### src/rtl/seg7_pkg.sv
// ============================================================================
// Package     : seg7_pkg
// Description : Shared seven-segment types, digit count and segment patterns.
// Revision    : 1.0 - initial release
// ============================================================================
`default_nettype none

package seg7_pkg;

    typedef logic [6:0] seg7_t;

    localparam int NUM_DIGITS = 4;

    // Bit order {a,b,c,d,e,f,g}, segment a at bit 6, active-high.
    localparam seg7_t SEG_0     = 7'h7E;
    localparam seg7_t SEG_1     = 7'h30;
    localparam seg7_t SEG_2     = 7'h6D;
    localparam seg7_t SEG_3     = 7'h79;
    localparam seg7_t SEG_4     = 7'h33;
    localparam seg7_t SEG_5     = 7'h5B;
    localparam seg7_t SEG_6     = 7'h5F;
    localparam seg7_t SEG_7     = 7'h70;
    localparam seg7_t SEG_8     = 7'h7F;
    localparam seg7_t SEG_9     = 7'h7B;
    localparam seg7_t SEG_BLANK = 7'h00;

endpackage

`default_nettype wire

### src/rtl/bcd_to_seg7.sv
// ============================================================================
// Module      : bcd_to_seg7
// Description : Combinational BCD nibble to seven-segment decoder; 10..15 blank.
// Revision    : 1.0 - initial release
// ============================================================================
`default_nettype none

module bcd_to_seg7
    import seg7_pkg::*;
(
    input  logic [3:0] bcd,
    output seg7_t      seg
);

    always_comb begin
        seg = SEG_BLANK;
        case (bcd)
            4'd0:    seg = SEG_0;
            4'd1:    seg = SEG_1;
            4'd2:    seg = SEG_2;
            4'd3:    seg = SEG_3;
            4'd4:    seg = SEG_4;
            4'd5:    seg = SEG_5;
            4'd6:    seg = SEG_6;
            4'd7:    seg = SEG_7;
            4'd8:    seg = SEG_8;
            4'd9:    seg = SEG_9;
            default: seg = SEG_BLANK;
        endcase
    end

endmodule

`default_nettype wire

### src/rtl/seg7_scan_ctrl.sv
// ============================================================================
// Module      : seg7_scan_ctrl
// Description : Four-digit multiplexed seven-segment scanner with a
//               double-buffered display value committed at frame boundaries.
//               Optional macro SEG7_LEADING_ZERO_BLANK_EN blanks leading zeros.
// Revision    : 1.0 - initial release
// ============================================================================
`default_nettype none

module seg7_scan_ctrl
    import seg7_pkg::*;
#(
    parameter int SCAN_DIV = 50000
) (
    input  logic        clk,
    input  logic        rst_n,
    input  logic        enable,
    input  logic        load_valid,
    input  logic [15:0] load_data,
    output logic        load_ready,
    output logic [6:0]  seg,
    output logic [3:0]  dig,
    output logic        frame_done
);

    localparam int               CNT_W   = (SCAN_DIV > 2) ? $clog2(SCAN_DIV) : 1;
    localparam logic [CNT_W-1:0] CNT_MAX = CNT_W'(SCAN_DIV - 1);

    logic [CNT_W-1:0] cnt_q, cnt_d;
    logic [1:0]       idx_q, idx_d;
    logic [15:0]      disp_q, disp_d;
    logic [15:0]      pend_q, pend_d;
    logic             pend_full_q, pend_full_d;
    logic             load_ready_q, load_ready_d;
    seg7_t            seg_q, seg_d;
    logic [3:0]       dig_q, dig_d;
    logic             frame_done_q, frame_done_d;

    logic             tick;
    logic             wrap;
    logic             load_acc;
    logic [3:0]       nibble;
    seg7_t            dec_seg;
    logic             blank;

    assign nibble = disp_q[{idx_q, 2'b00} +: 4];

    bcd_to_seg7 u_dec (
        .bcd (nibble),
        .seg (dec_seg)
    );

`ifdef SEG7_LEADING_ZERO_BLANK_EN
    logic [1:0] top_idx;

    // Digit 0 is the floor, so an all-zero display still shows a single 0.
    always_comb begin
        top_idx = 2'd0;
        for (int i = 1; i < NUM_DIGITS; i++) begin
            if (disp_q[i*4 +: 4] != 4'd0) begin
                top_idx = 2'(i);
            end
        end
        blank = (idx_q > top_idx);
    end
`else
    assign blank = 1'b0;
`endif

    always_comb begin
        tick     = enable && (cnt_q == CNT_MAX);
        wrap     = tick && (idx_q == 2'd3);
        load_acc = load_valid && load_ready_q;

        cnt_d = '0;
        if (enable && !tick) begin
            cnt_d = cnt_q + CNT_W'(1);
        end

        idx_d = tick ? (idx_q + 2'd1) : idx_q;

        // Commit and accept never coincide: accept needs an empty buffer,
        // commit needs a full one.
        disp_d      = disp_q;
        pend_d      = pend_q;
        pend_full_d = pend_full_q;
        if (wrap && pend_full_q) begin
            disp_d      = pend_q;
            pend_full_d = 1'b0;
        end
        if (load_acc) begin
            pend_d      = load_data;
            pend_full_d = 1'b1;
        end
        load_ready_d = ~pend_full_d;

        dig_d = 4'b0000;
        seg_d = SEG_BLANK;
        if (enable) begin
            dig_d = 4'b0001 << idx_q;
            seg_d = blank ? SEG_BLANK : dec_seg;
        end

        frame_done_d = wrap;
    end

    always_ff @(posedge clk or negedge rst_n) begin
        if (!rst_n) begin
            cnt_q        <= '0;
            idx_q        <= 2'd0;
            disp_q       <= 16'h0000;
            pend_q       <= 16'h0000;
            pend_full_q  <= 1'b0;
            load_ready_q <= 1'b1;
            seg_q        <= SEG_BLANK;
            dig_q        <= 4'b0000;
            frame_done_q <= 1'b0;
        end else begin
            cnt_q        <= cnt_d;
            idx_q        <= idx_d;
            disp_q       <= disp_d;
            pend_q       <= pend_d;
            pend_full_q  <= pend_full_d;
            load_ready_q <= load_ready_d;
            seg_q        <= seg_d;
            dig_q        <= dig_d;
            frame_done_q <= frame_done_d;
        end
    end

    assign load_ready = load_ready_q;
    assign seg        = seg_q;
    assign dig        = dig_q;
    assign frame_done = frame_done_q;

endmodule

`default_nettype wire

### config.mk
export PLATFORM = sky130hd
export DESIGN_NAME = seg7_scan_ctrl
export DESIGN_NICKNAME = d
export VERILOG_FILES = /design/src/rtl/seg7_pkg.sv /design/src/rtl/bcd_to_seg7.sv /design/src/rtl/seg7_scan_ctrl.sv
export SDC_FILE = /design/constraint.sdc
export NUM_CORES = 1
export LEC_CHECK = 0
export BUFFER_PORTS_ARGS = -buffer_cell sky130_fd_sc_hd__buf_2
export CAP_MARGIN = 10
export CORE_UTILIZATION = 38
export DETAILED_ROUTE_END_ITERATION = 6
export GPL_ROUTABILITY_DRIVEN = 0
export MAX_ROUTING_LAYER = met4
export PLACE_DENSITY = 0.66
export SETUP_SLACK_MARGIN = 0.02
export SLEW_MARGIN = 15
export SYNTH_ARGS = -nofsm -noshare
export SYNTH_HDL_FRONTEND = slang
export SYNTH_SLANG_ARGS = --single-unit
### constraint.sdc
create_clock -name clk -period 2.6 [get_ports clk]
set_input_delay 0.13 -clock clk [delete_from_list [all_inputs] [get_ports clk]]
set_output_delay 0.13 -clock clk [all_outputs]
set_load 0.01 [all_outputs]
==> impl_metrics.tcl, run 1 <==
set metrics [dict create \
    cp-start-kind "flip-flop" \
    final_common_cell "dfrtp_1" \
    synth-warning-count 0 \
    synth_top_family_by_area "multiplexers" \
    timing.final.crit_share_pct 83.1 \
    muxShareOfSynthArea_pct 18.7 \
    maxCapViolCount 0 \
    placed_area_um2 3160 \
    cts_root_buffer "clkbuf_8" \
    ant_nets 0 \
    clock.fmax_ghz 0.463 \
    synth_cell_types 38 \
    whs_endpoint "pend_q[2]" \
    path_class "reg2reg" \
    setup_viol 0 \
    htree_levels 3 \
    vdd_drop_max_v 0.000459 \
    p_leak_nw 1.65 \
    synth_fp_nets 253 \
    r2r_start "cnt_q[11]" \
    whs_path_depth 2 \
    ff2ff_setup_slack_ps 440 \
    r2r_cells 4 \
    post_drt_wl_per_cell_um 12.7 \
    min_from "load_data[2]" \
    power_density_nw_per_um2 680 \
    required_ps 2830 \
    grt.overflow.total 0 \
    mappedNetlistArea_um2 2900 \
    cp.arrival_ps 2390 \
    layout-drive-gt1-share_pct 33.0 \
    final_util_pct 48.5 \
    grt_max_degree 65 \
    dp_hpwl_um 3210 \
    fill_cells 644 \
    cts_num_sinks 64 \
    die_w_um 89.3 \
    post-cts-setup-buffers 0 \
    antenna_found_initial 0 \
    syn_area_per_cell_um2 13.0 \
    crit_fanout 16 \
    dieArea_um2 7980 \
    grt_first_pass_wirelength_um 8000 \
    postLayoutCellArea_um2 3560 \
    dp_cells 349 \
    nets 304 \
    buffer_ports.inserted 32 \
    fin_skew_ps 8.42 \
    layout_common_cells "63 x dfrtp_1, 32 x buf_2, 24 x mux2_2" \
    tightestPinTransition_ps 787 \
    hold_violations 0 \
    drc 0 \
    drv_slew 0 \
    die_h_um 89.3 \
    tns_ps 0 \
    cts_buffers 9 \
    synth_seq_cells 64 \
    initial_utilization_pct 39.5 \
    synth.yosys.seq_area_share_pct 55.3 \
    avgViaCountPerCell 4.66 \
    fin_crit_ps 2160 \
    cp-end-kind "flip-flop" \
    track_usage_pct 14.3 \
    hold_buffers 9 \
    clock_latency_ps 340 \
    syn2layout_area_growth_pct 22.8 \
    outcome "finished, final reports clean" \
    ctsLongestPathBuffers 2 \
    multi_input_area_um2 1220 \
    drtIter0Drc 61 \
    rsz0062_at_grt "no" \
    wl_um 4790 \
    cts.reportedPaths.clkPinSlew_ps 80 \
    netlist_instances 223 \
    hp-class "in2reg" \
    grt_pass1_vias 1611 \
    relSlewSlack_pct 47.6 \
    synthArstFlopShare_pct 100 \
    final_cells 378 \
    num_rows 31 \
    route.vias.total 1760 \
    pin_count 33 \
    cts_resized 0 \
    dr.pass1.iters 4 \
    hold_ws_ps 20.6 \
    cts_tree "built" \
    synth-edff-count 0 \
    synthFlopType "dfrtp_1" \
    synth_compound_gate_area_share_pct 4.06 \
    antenna_cells 0 \
    yosys.area_share.simple_pct 11.4 \
    synth-xor-area-share_pct 3.63 \
    synth_fa_ha_area_share_pct 4.32 \
    regArea_um2 1600 \
    worstReg2RegEnd "disp_q[11]" \
    core_um2 7330 \
]
==> through the flow <==
step	power [W]	setup WS, ps
global placement	0.00129	462
detailed placement	0.00130	438
floorplan	0.00123	555
finish	0.00242	440
CTS	0.00246	411
global route	0.00253	307
==> synthesized netlist by cell type, types with 2 or more instances <==
library cell  instances  area [µm²]
nor2_1               14        52.6
clkbuf_1              4        15.0
mux2_2               24         270
dfrtp_1              63        1580
or4bb_1               2        22.5
mux2i_1               3        30.0
xnor2_1               7        61.3
ha_1                 10         125
and2_1                5        31.3
mux2_4               10         150
or3_1                 4        25.0
nand3_1               6        30.0
xor2_1                5        43.8
mux4_2                4        90.1
nand2_1              12        45.0
o21ai_0               8        40.0
a21oi_1              11        55.1
inv_1                11        41.3
==> power by group <==
part | internal (W) | switching [W]
clock network | 0.000735 | 0.000393
logic | 0.0000960 | 0.0000637
registers | 0.00108 | 0.0000503
==> cells by family after synthesis <==
family                     count (synthesis)
AOI/OAI and AO/OA                         22
xor gates and xnor gates                  12
adders and majority gates                 10
buffers and inverters                     18
DFF                                       64
muxes                                     41
and+or+nand+nor                           56
==> flip-flops by register name, indices dropped and copies added (netlist names) <==
register / count
pend_full_q: 1
cnt_q: 16
seg: 7
frame_done: 1
dig: 4
pend_q: 16
disp_q: 16
load_ready: 1
idx_q: 2
==> worst max-delay path, stage by stage (launching register included) <==
cell and delay [ps]:
dfrtp_1 420, or4b_4 560, nor4_4 380, nand3_4 310, mux2_4 380
==> layout make-up <==
cell class              count  share of cell area, %
multi-input cells         141                   34.2
repair buffers             47                   8.58
flip-flops and latches     64                   45.0
well taps                  99                   3.48
inverters                  11                   1.16
clock buffers               9                   3.48
clock inverters             7                   4.04
==> worst max-delay path by stage <==
stage / from / endpoint / slack, ps
2_1_floorplan: cnt_q[11] / disp_q[0] / 550
3_3_place_gp: cnt_q[11] / disp_q[7] / 460
3_5_place_dp: cnt_q[11] / disp_q[0] / 440
4_1_cts: cnt_q[11] / disp_q[11] / 410
5_1_grt: cnt_q[11] / disp_q[10] / 310
6_report: cnt_q[11] / disp_q[11] / 440
==> metal layers <==
metal  part of all wire [%]  GRT usage (%)
met5                      0              -
met4                    1.1           5.34
met3                    4.4           5.82
met2                     46           19.7
met1                     49           19.0
Power figures use the tool's default switching activity.
==> run 2: changes to the inputs <==
--- a/config.mk
+++ b/config.mk
@@ -11,7 +11,7 @@
 export DETAILED_ROUTE_END_ITERATION = 6
 export GPL_ROUTABILITY_DRIVEN = 0
 export MAX_ROUTING_LAYER = met4
-export PLACE_DENSITY = 0.66
+export PLACE_DENSITY = 0.68
 export SETUP_SLACK_MARGIN = 0.02
 export SLEW_MARGIN = 15
 export SYNTH_ARGS = -nofsm -noshare
==> constraint.sdc (replaced) <==
create_clock -name clk -period 1.9 [get_ports clk]
set_input_delay 0.095 -clock clk [delete_from_list [all_inputs] [get_ports clk]]
set_output_delay 0.095 -clock clk [all_outputs]
set_load 0.01 [all_outputs]
==> run 2 against run 1 <==
Against the previous run:
- utilization rose by 4.8 points
- worst hold slack improved by 20 ps
- critical endpoint is now disp_q[10]
- the run now ends with setup timing left
- sequential power rose by 37%
- fmax rose by 10%
- largest power group unchanged
- clock power rose by 25%
- highest routed layer unchanged
==> impl_metrics.tcl, run 2 (synthesized netlist as in run 1, its figures left out) <==
set metrics [dict create \
    track_usage_pct 15.5 \
    clock.fmax_ghz 0.510 \
    power_density_nw_per_um2 826 \
    drc 0 \
    layout-drive-gt1-share_pct 44.9 \
    cp.arrival_ps 2190 \
    cp-start-kind "flip-flop" \
    cts_root_buffer "clkbuf_8" \
    crit_chain "or4bb_4 -> nor4_4 -> nand3_4 -> buf_12 -> mux2_4" \
    grt_pass1_vias 1842 \
    final_cells 400 \
    hold_ws_ps 40.3 \
    htree_levels 3 \
    syn2layout_area_growth_pct 34.8 \
    die_h_um 89.3 \
    antenna_cells 0 \
    rsz0062_at_grt "yes" \
    initial_utilization_pct 39.5 \
    pre_cts_ws_ps -59.7 \
    clock_latency_ps 340 \
    cts_num_sinks 64 \
    critPathMaxStageDelay_ps 570 \
    final_common_cell "dfrtp_1" \
    cts_buffers 9 \
    buffer_ports.inserted 32 \
    tns_ps -1280 \
    fin_skew_ps 8.63 \
    num_rows 31 \
    route.vias.total 1879 \
    cp_slowest_cell "or4bb_4" \
    dieArea_um2 7980 \
    layout_common_cells "61 x dfrtp_1, 32 x buf_2, 24 x mux2_2" \
    cp-end-kind "flip-flop" \
    grt.overflow.total 0 \
    top_regs "cnt_q (16), disp_q (16), pend_q (16)" \
    p_leak_nw 1.80 \
    nets 327 \
    maxCapViolCount 0 \
    relSlewSlack_pct 66.7 \
    timing.final.crit_share_pct 103 \
    dp_hpwl_um 3530 \
    crit_fanout 16 \
    avgViaCountPerCell 4.70 \
    path_class "reg2reg" \
    fin_crit_ps 1960 \
    hp-class "in2reg" \
    postLayoutCellArea_um2 3910 \
    dr.pass1.iters 4 \
    cts_tree "built" \
    post_drt_wl_per_cell_um 13.8 \
    dp_cells 367 \
    grt_max_degree 45 \
    ant_nets 0 \
    hold_violations 0 \
    antenna_found_initial 0 \
    pin_count 33 \
    drtIter0Drc 58 \
    tightestPinTransition_ps 499 \
    core_um2 7330 \
    setup_viol 32 \
    drv_slew 0 \
    layout_setup_ws_ps -61.9 \
    violations "setup timing" \
    required_ps 2120 \
    vdd_drop_max_v 0.000556 \
    wl_um 5510 \
    die_w_um 89.3 \
    ctsLongestPathBuffers 2 \
    cts.reportedPaths.clkPinSlew_ps 70 \
    placed_area_um2 3330 \
    outcome "finished, violations left" \
    grt_first_pass_wirelength_um 8710 \
]
[run 2: cell count changes in the layout (fill, tap and decap cells not counted), moves of 2 or more]
cell           change
buf_12             +3
dlygate4sd3_1      +4
nor2_2             +2
nor2_4            +10
dfrtp_1            -2
a21oi_1            -4
clkbuf_1           +2
nor2_1            -12
clkinvlp_4         -2
dfrtp_2            +2
a21oi_2            +4
buf_4             +14
[run 2: report_power, final]
part           switching [W]  internal [W]
Clock               0.000511      0.000902
Combinational       0.000107      0.000154
Sequential         0.0000700       0.00148
[run 2: metal layers]
layer	wire [µm]	global-route usage (%)	up-vias
met5	0	-	-
met4	119	8.95	0
met3	158	4.34	11
met2	2540	22.1	39
met1	2690	19.8	914
li1	-	-	915
[run 2: area by class of cell]
cell class | instances | area [µm²]
flip-flops and latches | 64 | 1610
inverters | 11 | 41.3
multi-input cells | 141 | 1360
clock buffers | 12 | 145
well taps | 99 | 124
clock inverters | 3 | 90.1
fillers | 622 | 3420
repair buffers | 70 | 547
[run 2: repair_timing]
| action | in CTS | in global routing |
|---|---|---|
| pin swaps | 0 | 9 |
| resized for setup | 5 | 35 |
| hold buffers | 17 | 0 |
| cloned | 0 | 1 |
| endpoints found under the hold margin | 36 | 0 |
| setup buffers | 0 | 0 |
| setup endpoints to repair | 34 | 38 |
[run 2: metrics by stage]
stage / util (%) / total power [W]
after floorplan: - / 0.00168
after global placement: 45.5 / 0.00178
after detailed placement: 45.5 / 0.00180
after CTS: 51.3 / 0.00324
after global routing: 53.3 / 0.00336
final: 53.3 / 0.00323
[run 2: worst max-delay path, delay by kind of cell, from the launching register on]
kind | cells | cell delay, ps
DFF | 1 | 400
buffers and inverters | 1 | 170
muxes | 1 | 290
and+or+nand+nor | 3 | 980
[run 2: worst paths after layout]
path                       startpoint     endpoint  slack [ps]  depth (start not counted)
setup / recovery             cnt_q[5]   disp_q[10]         -60                          5
hold / removal             load_valid  pend_full_q          40                          2
setup reg to reg             cnt_q[5]   disp_q[10]         -60                          5
hold reg to reg            pend_q[15]   disp_q[15]         510                          1
max in group asynchronous       rst_n   load_ready         990                          3
min in group asynchronous       rst_n       seg[5]         250                          2
